## src/rtl/imem_loader.sv

```systemverilog
// imem_loader: instruction RAM with a byte-stream boot loader in front of the CPU fetch port.
// After RST the loader takes a big-endian word count followed by that many 16-bit words
// (HI byte first) and writes them from address 0 upward. It holds the CPU in reset until the
// load completes, then serves ID = mem[IA] combinationally.
// Build option: define LOADER_CHECKSUM_EN to require a trailing XOR checksum byte
// (S_CHK state, ERR output live). With the macro undefined ERR is tied low.
module imem_loader #(
  parameter int unsigned ADDR_W = 8
) (
  input  logic        CK,
  input  logic        RST,
  input  logic [7:0]  RX_DATA,
  input  logic        RX_VALID,
  output logic        RX_READY,
  input  logic [15:0] IA,
  output logic [15:0] ID,
  output logic        CPU_RST,
  output logic        DONE,
  output logic        ERR
);

  localparam int unsigned DEPTH   = 1 << ADDR_W;
  // 17 bits so DEPTH is representable even when ADDR_W is 16.
  localparam logic [16:0] DEPTH_W = 17'(DEPTH);

  localparam logic [2:0] S_CNTH = 3'd0;
  localparam logic [2:0] S_CNTL = 3'd1;
  localparam logic [2:0] S_DATH = 3'd2;
  localparam logic [2:0] S_DATL = 3'd3;
`ifdef LOADER_CHECKSUM_EN
  localparam logic [2:0] S_CHK  = 3'd4;
`endif
  localparam logic [2:0] S_RUN  = 3'd5;
  localparam logic [2:0] S_ERR  = 3'd6;

  // State reached once the last word (or an empty header) has been taken.
`ifdef LOADER_CHECKSUM_EN
  localparam logic [2:0] S_END  = S_CHK;
`else
  localparam logic [2:0] S_END  = S_RUN;
`endif

  logic [15:0] mem [DEPTH];

  logic [2:0]  state_q, state_d;
  logic [15:0] ptr_q, ptr_d;
  logic [15:0] remain_q, remain_d;
  logic [7:0]  cnt_hi_q, cnt_hi_d;
  logic [7:0]  hi_q, hi_d;
  logic        cpu_rst_q;
  logic        done_q;
  logic        accept;
  logic        ptr_in_range;
  logic        ia_in_range;
  logic        we;

`ifdef LOADER_CHECKSUM_EN
  logic [7:0]  chk_q, chk_d;
  logic        err_q;
`endif

  // Loader takes bytes in every loading state; stops for good in S_RUN and S_ERR.
  always_comb begin
    RX_READY = (state_q != S_RUN) && (state_q != S_ERR);
  end

  // Handshake and address range decodes.
  always_comb begin
    accept       = RX_VALID & RX_READY;
    // Words past the end of RAM are consumed but never written (no wrap to 0).
    ptr_in_range = ({1'b0, ptr_q} < DEPTH_W);
    ia_in_range  = ({1'b0, IA} < DEPTH_W);
  end

  // Next-state logic: every transition is gated by an accepted byte.
  always_comb begin
    state_d  = state_q;
    ptr_d    = ptr_q;
    remain_d = remain_q;
    cnt_hi_d = cnt_hi_q;
    hi_d     = hi_q;
    we       = 1'b0;
`ifdef LOADER_CHECKSUM_EN
    chk_d    = chk_q;
`endif
    case (state_q)
      S_CNTH: begin
        if (accept) begin
          cnt_hi_d = RX_DATA;
          state_d  = S_CNTL;
        end
      end
      S_CNTL: begin
        if (accept) begin
          remain_d = {cnt_hi_q, RX_DATA};
          ptr_d    = 16'd0;
`ifdef LOADER_CHECKSUM_EN
          chk_d    = 8'h00;
`endif
          if ({cnt_hi_q, RX_DATA} == 16'd0) begin
            state_d = S_END;
          end else begin
            state_d = S_DATH;
          end
        end
      end
      S_DATH: begin
        if (accept) begin
          hi_d    = RX_DATA;
`ifdef LOADER_CHECKSUM_EN
          chk_d   = chk_q ^ RX_DATA;
`endif
          state_d = S_DATL;
        end
      end
      S_DATL: begin
        if (accept) begin
          we       = ptr_in_range;
          ptr_d    = ptr_q + 16'd1;
          remain_d = remain_q - 16'd1;
`ifdef LOADER_CHECKSUM_EN
          chk_d    = chk_q ^ RX_DATA;
`endif
          if (remain_q == 16'd1) begin
            state_d = S_END;
          end else begin
            state_d = S_DATH;
          end
        end
      end
`ifdef LOADER_CHECKSUM_EN
      S_CHK: begin
        if (accept) begin
          if (RX_DATA == chk_q) begin
            state_d = S_RUN;
          end else begin
            state_d = S_ERR;
          end
        end
      end
`endif
      S_RUN: state_d = S_RUN;
      S_ERR: state_d = S_ERR;
      default: state_d = S_CNTH;
    endcase
  end

  // Loader state registers; CPU_RST/DONE flip on the same edge that enters S_RUN.
  always_ff @(posedge CK) begin
    if (RST) begin
      state_q   <= S_CNTH;
      ptr_q     <= 16'd0;
      remain_q  <= 16'd0;
      cnt_hi_q  <= 8'h00;
      hi_q      <= 8'h00;
      cpu_rst_q <= 1'b1;
      done_q    <= 1'b0;
    end else begin
      state_q   <= state_d;
      ptr_q     <= ptr_d;
      remain_q  <= remain_d;
      cnt_hi_q  <= cnt_hi_d;
      hi_q      <= hi_d;
      cpu_rst_q <= (state_d != S_RUN);
      done_q    <= (state_d == S_RUN);
    end
  end

`ifdef LOADER_CHECKSUM_EN
  // Running XOR of payload bytes and the sticky error flag.
  always_ff @(posedge CK) begin
    if (RST) begin
      chk_q <= 8'h00;
      err_q <= 1'b0;
    end else begin
      chk_q <= chk_d;
      err_q <= (state_d == S_ERR);
    end
  end

  // Error output from its register.
  always_comb begin
    ERR = err_q;
  end
`else
  // No checksum in this build, so the load can never fail.
  always_comb begin
    ERR = 1'b0;
  end
`endif

  // RAM write port; contents survive RST so unloaded words keep old data.
  always_ff @(posedge CK) begin
    if (we && !RST) begin
      mem[ptr_q[ADDR_W-1:0]] <= {hi_q, RX_DATA};
    end
  end

  // Fetch port is asynchronous; a same-cycle write shows up only after the edge.
  always_comb begin
    if (ia_in_range) begin
      ID = mem[IA[ADDR_W-1:0]];
    end else begin
      ID = 16'h0000;
    end
  end

  // Registered CPU control outputs.
  always_comb begin
    CPU_RST = cpu_rst_q;
    DONE    = done_q;
  end

endmodule

```

## config.mk

```make
export PLATFORM = sky130hd
export DESIGN_NAME = imem_loader
export DESIGN_NICKNAME = d
export VERILOG_FILES = /design/src/rtl/imem_loader.sv
export SDC_FILE = /design/constraint.sdc
export NUM_CORES = 2
export LEC_CHECK = 0
export ABC_CLOCK_PERIOD_IN_PS = 3900
export BUFFER_PORTS_ARGS = -buffer_cell sky130_fd_sc_hd__buf_2
export CORE_UTILIZATION = 38
export CTS_BUF_LIST = sky130_fd_sc_hd__clkbuf_8
export DETAILED_ROUTE_END_ITERATION = 16
export SLEW_MARGIN = 30
export SYNTH_ARGS = -nofsm -noshare
export SYNTH_HDL_FRONTEND = slang
export SYNTH_SLANG_ARGS = --single-unit
```

## constraint.sdc

```tcl
create_clock -name CK -period 3.9 [get_ports CK]
set_input_delay 0 -clock CK [delete_from_list [all_inputs] [get_ports CK]]
set_output_delay 0 -clock CK [all_outputs]
set_load 0.02 [all_outputs]
```

==> impl_metrics.env <==
export IMPL_status="completed"
export IMPL_utilization_pct=43.7
export IMPL_vias_per_cell=5.62
export IMPL_die_y_um=653
export IMPL_crit_fanout=1
export IMPL_cp_end_kind="primary output"
export IMPL_final_hold_viol_count=0
export IMPL_crit_chain="mux4_2 -> o22ai_1 -> o21ai_0 -> a21oi_1 -> nor4_4 -> buf_4 -> buf_2"
export IMPL_combPwrFrac_pct=4.4
export IMPL_leakage_nw=55.5
export IMPL_first_global_vias=84100
export IMPL_clk_root_buffer_cell="clkbuf_8"
export IMPL_layout_nets=8729
export IMPL_dp_hpwl_um=258000
export IMPL_yosys_top_cells_count="edfxtp_1 (4096), mux4_2 (741), mux2i_1 (665)"
export IMPL_cts_max_level=6
export IMPL_ff_latch_area_um2=124000
export IMPL_dpl_cell_area_um2=172000
export IMPL_switching_share_pct=22.7
export IMPL_worstPathRequired_ns=3.90
export IMPL_multi_input_area_um2=34500
export IMPL_synth_seq_area_share_pct=77.1
export IMPL_cts_inserted_buffers=656
export IMPL_synthCells=7803
export IMPL_hp_class="flip-flop to flip-flop"
export IMPL_num_fill_cells=35700
export IMPL_dp_slack_ns=-0.0239
export IMPL_cp_slowest_stage_delay_ns=0.91
export IMPL_finalClockSkew_ns=0.0955
export IMPL_clock_path_buffers=4
export IMPL_fin_cells=14800
export IMPL_avgSynthCellArea_um2=20.6
export IMPL_dieWidth_um=653
export IMPL_fin_hold_ws_ns=0.476
export IMPL_synth_top_area_share_pct=76.5
export IMPL_gp_congestion=0.852
export IMPL_drt_iter0_markers=9811
export IMPL_drv_cap=0
export IMPL_tns_ns=0
export IMPL_clock_sinks=4149
export IMPL_rows=238
export IMPL_synth_area_leaders="edfxtp_1 (76%), mux4_2 (10%), mux2i_1 (4.1%), o221ai_1 (1.5%), nor2_1 (0.86%)"
export IMPL_synth_area_leader_cell="edfxtp_1"
export IMPL_port_buffers=45
export IMPL_clock_latency_ns=1.25
export IMPL_setup_viol=0
export IMPL_p_switching_mw=19.6
export IMPL_grtUsageTotal_pct=20.3
export IMPL_drive_gt1_share_pct=26.4
export IMPL_ir_drop_uv=345
export IMPL_post_place_cells=13600
export IMPL_yosys_most_used_dff="edfxtp_1"
export IMPL_yosys_cell_types_count=70
export IMPL_seq_power_share_pct=56.6
export IMPL_syn_area_um2=161000
export IMPL_finalCritPeriodShare_pct=99.9
export IMPL_path_clk_slew_ns=0.06
export IMPL_synth_fp_nets=7836
export IMPL_core_area_um2=421000
export IMPL_cp_slowest_cell="a21oi_1"
export IMPL_async_reset_ff_share_pct=0
export IMPL_maxSlewViolCount=0
export IMPL_start_util_pct=38.2
export IMPL_ys_ff_latch=4149
export IMPL_ys_warn_count=0
export IMPL_antenna_found_initial=31
export IMPL_grt_pass1_wl_um=624000
export IMPL_clockPowerShare_pct=39.0
export IMPL_cts_tree="yes"
export IMPL_timing_fmax_ghz=0.257
export IMPL_power_mw=86.3
export IMPL_wl_per_cell_um=29.7
export IMPL_grt_max_degree=164
export IMPL_p_int_mw=66.7
export IMPL_stdcell_area_um2=184000
export IMPL_relSlewSlack_pct=23.5
export IMPL_vias=83500
export IMPL_drt_wl_total_um=441000
export IMPL_drc_errors=0
export IMPL_drtAntennaViolNets=0
export IMPL_die_area_um2=426000
export IMPL_ios=47
export IMPL_synth_enable_flop_cells=4096
export IMPL_synth_most_common_cell="edfxtp_1"
export IMPL_pwr_density_cell_nw_per_um2=469
export IMPL_reg2reg_slack_ns=0.30
export IMPL_fin_ws_ns=0.00243
export IMPL_period_minus_slack_ns=3.90
export IMPL_start_kind="flip-flop"
export IMPL_cp_arrival_ns=3.90
export IMPL_worst_slew_pin_slew_ns=1.15
export IMPL_drtPass1Iterations=6
export IMPL_rsz0062_at_grt="true"
export IMPL_area_growth_pct=14.4
export IMPL_grt_ovfl_total=0
export IMPL_path_class="flip-flop to primary output"
## area by class of cell
cell class	count	area share, %
diodes	6	0.00816
clock buffers	667	4.99
clock inverters	491	1.36
inverters	11	0.0292
multi-input cells	3176	18.7
flip-flops and latches	4149	67.4
well taps	5640	3.83
repair buffers	702	3.62
## state kept, by name, indices dropped and copies added, names as in the netlist
name,count
mem,4096
DONE,1
CPU_RST,1
cnt_hi_q,8
ptr_q,16
state_q,3
hi_q,8
remain_q,16
## power by group through the flow
| stage | Combinational (mW) | Sequential [mW] | Clock [mW] |
|---|---|---|---|
| 2_1_floorplan | 2.14 | 49.8 | 0 |
| 6_report | 3.80 | 48.8 | 33.7 |
| 5_1_grt | 4.00 | 48.8 | 36.2 |
| 4_1_cts | 3.81 | 48.8 | 34.4 |
| 3_5_place_dp | 3.71 | 49.7 | 0 |
| 3_3_place_gp | 3.64 | 49.7 | 0 |
## placed cells by master (no fill, tap or decap), types with 62 or more instances in the layout
cell type | Yosys | final
nand3_1 | 66 | 62
o221ai_1 | 280 | 262
buf_4 | 56 | 531
inv_1 | 9 | 216
o22ai_1 | 182 | 174
mux4_2 | 741 | 741
a21oi_1 | 215 | 213
buf_12 | 19 | 99
clkinv_2 | 0 | 66
clkinv_1 | 0 | 160
edfxtp_1 | 4096 | 4096
nand2_1 | 155 | 140
nor2_1 | 368 | 316
mux2i_1 | 665 | 665
clkbuf_8 | 0 | 667
o21ai_0 | 174 | 145
## timing repair
action | 4_1_cts | 5_1_grt
hold buffers | 31 | 0
endpoints found under the setup margin | 16 | 9
resized for setup | 85 | 23
setup buffers | 0 | 0
endpoints found under the hold margin | 2106 | 0
pin swaps | 13 | 4
gates cloned | 0 | 0
## worst max-delay path, delay by kind of cell, from the launching register on
family,cells,cell delay [ns]
mux,1,0.49
flops,1,0.37
simple gates,1,0.19
compound gates,3,1.30
buf+inv,2,0.36
## worst paths after layout
| kind | start | to | cells after the start |
|---|---|---|---|
| hold / removal | cnt_hi_q[0]$_SDFFE_PP0P_ | cnt_hi_q[0]$_SDFFE_PP0P_ | 2 |
| setup reg to reg | state_q[0]$_SDFF_PP0_ | mem[80][3]$_DFFE_PP_ | 11 |
| hold reg to reg | cnt_hi_q[0]$_SDFFE_PP0P_ | cnt_hi_q[0]$_SDFFE_PP0P_ | 2 |
| setup / recovery | mem[88][9]$_DFFE_PP_ | ID[9] | 7 |
## logic make-up after synthesis
group                      after synthesis  share of synthesized area, %
muxes                                 1445                          14.8
buffers and inverters                  478                          1.83
adders and majority gates                6                        0.0467
other                                    1                       0.00233
and+or+nand+nor                        747                          2.10
DFF                                   4149                          77.1
AOI/OAI and AO/OA                      957                          3.98
xor gates and xnor gates                20                         0.109
## metal layers
metal / up-vias / part of all wire (%) / global-route usage, %
li1: 34600 / - / -
met1: 44200 / 40 / 28.1
met2: 4061 / 48 / 32.6
met3: 651 / 9.0 / 3.68
met4: 4 / 3.3 / 6.76
met5: - / 0.0057 / 0
No activity file was read; power rests on OpenSTA's default activity.
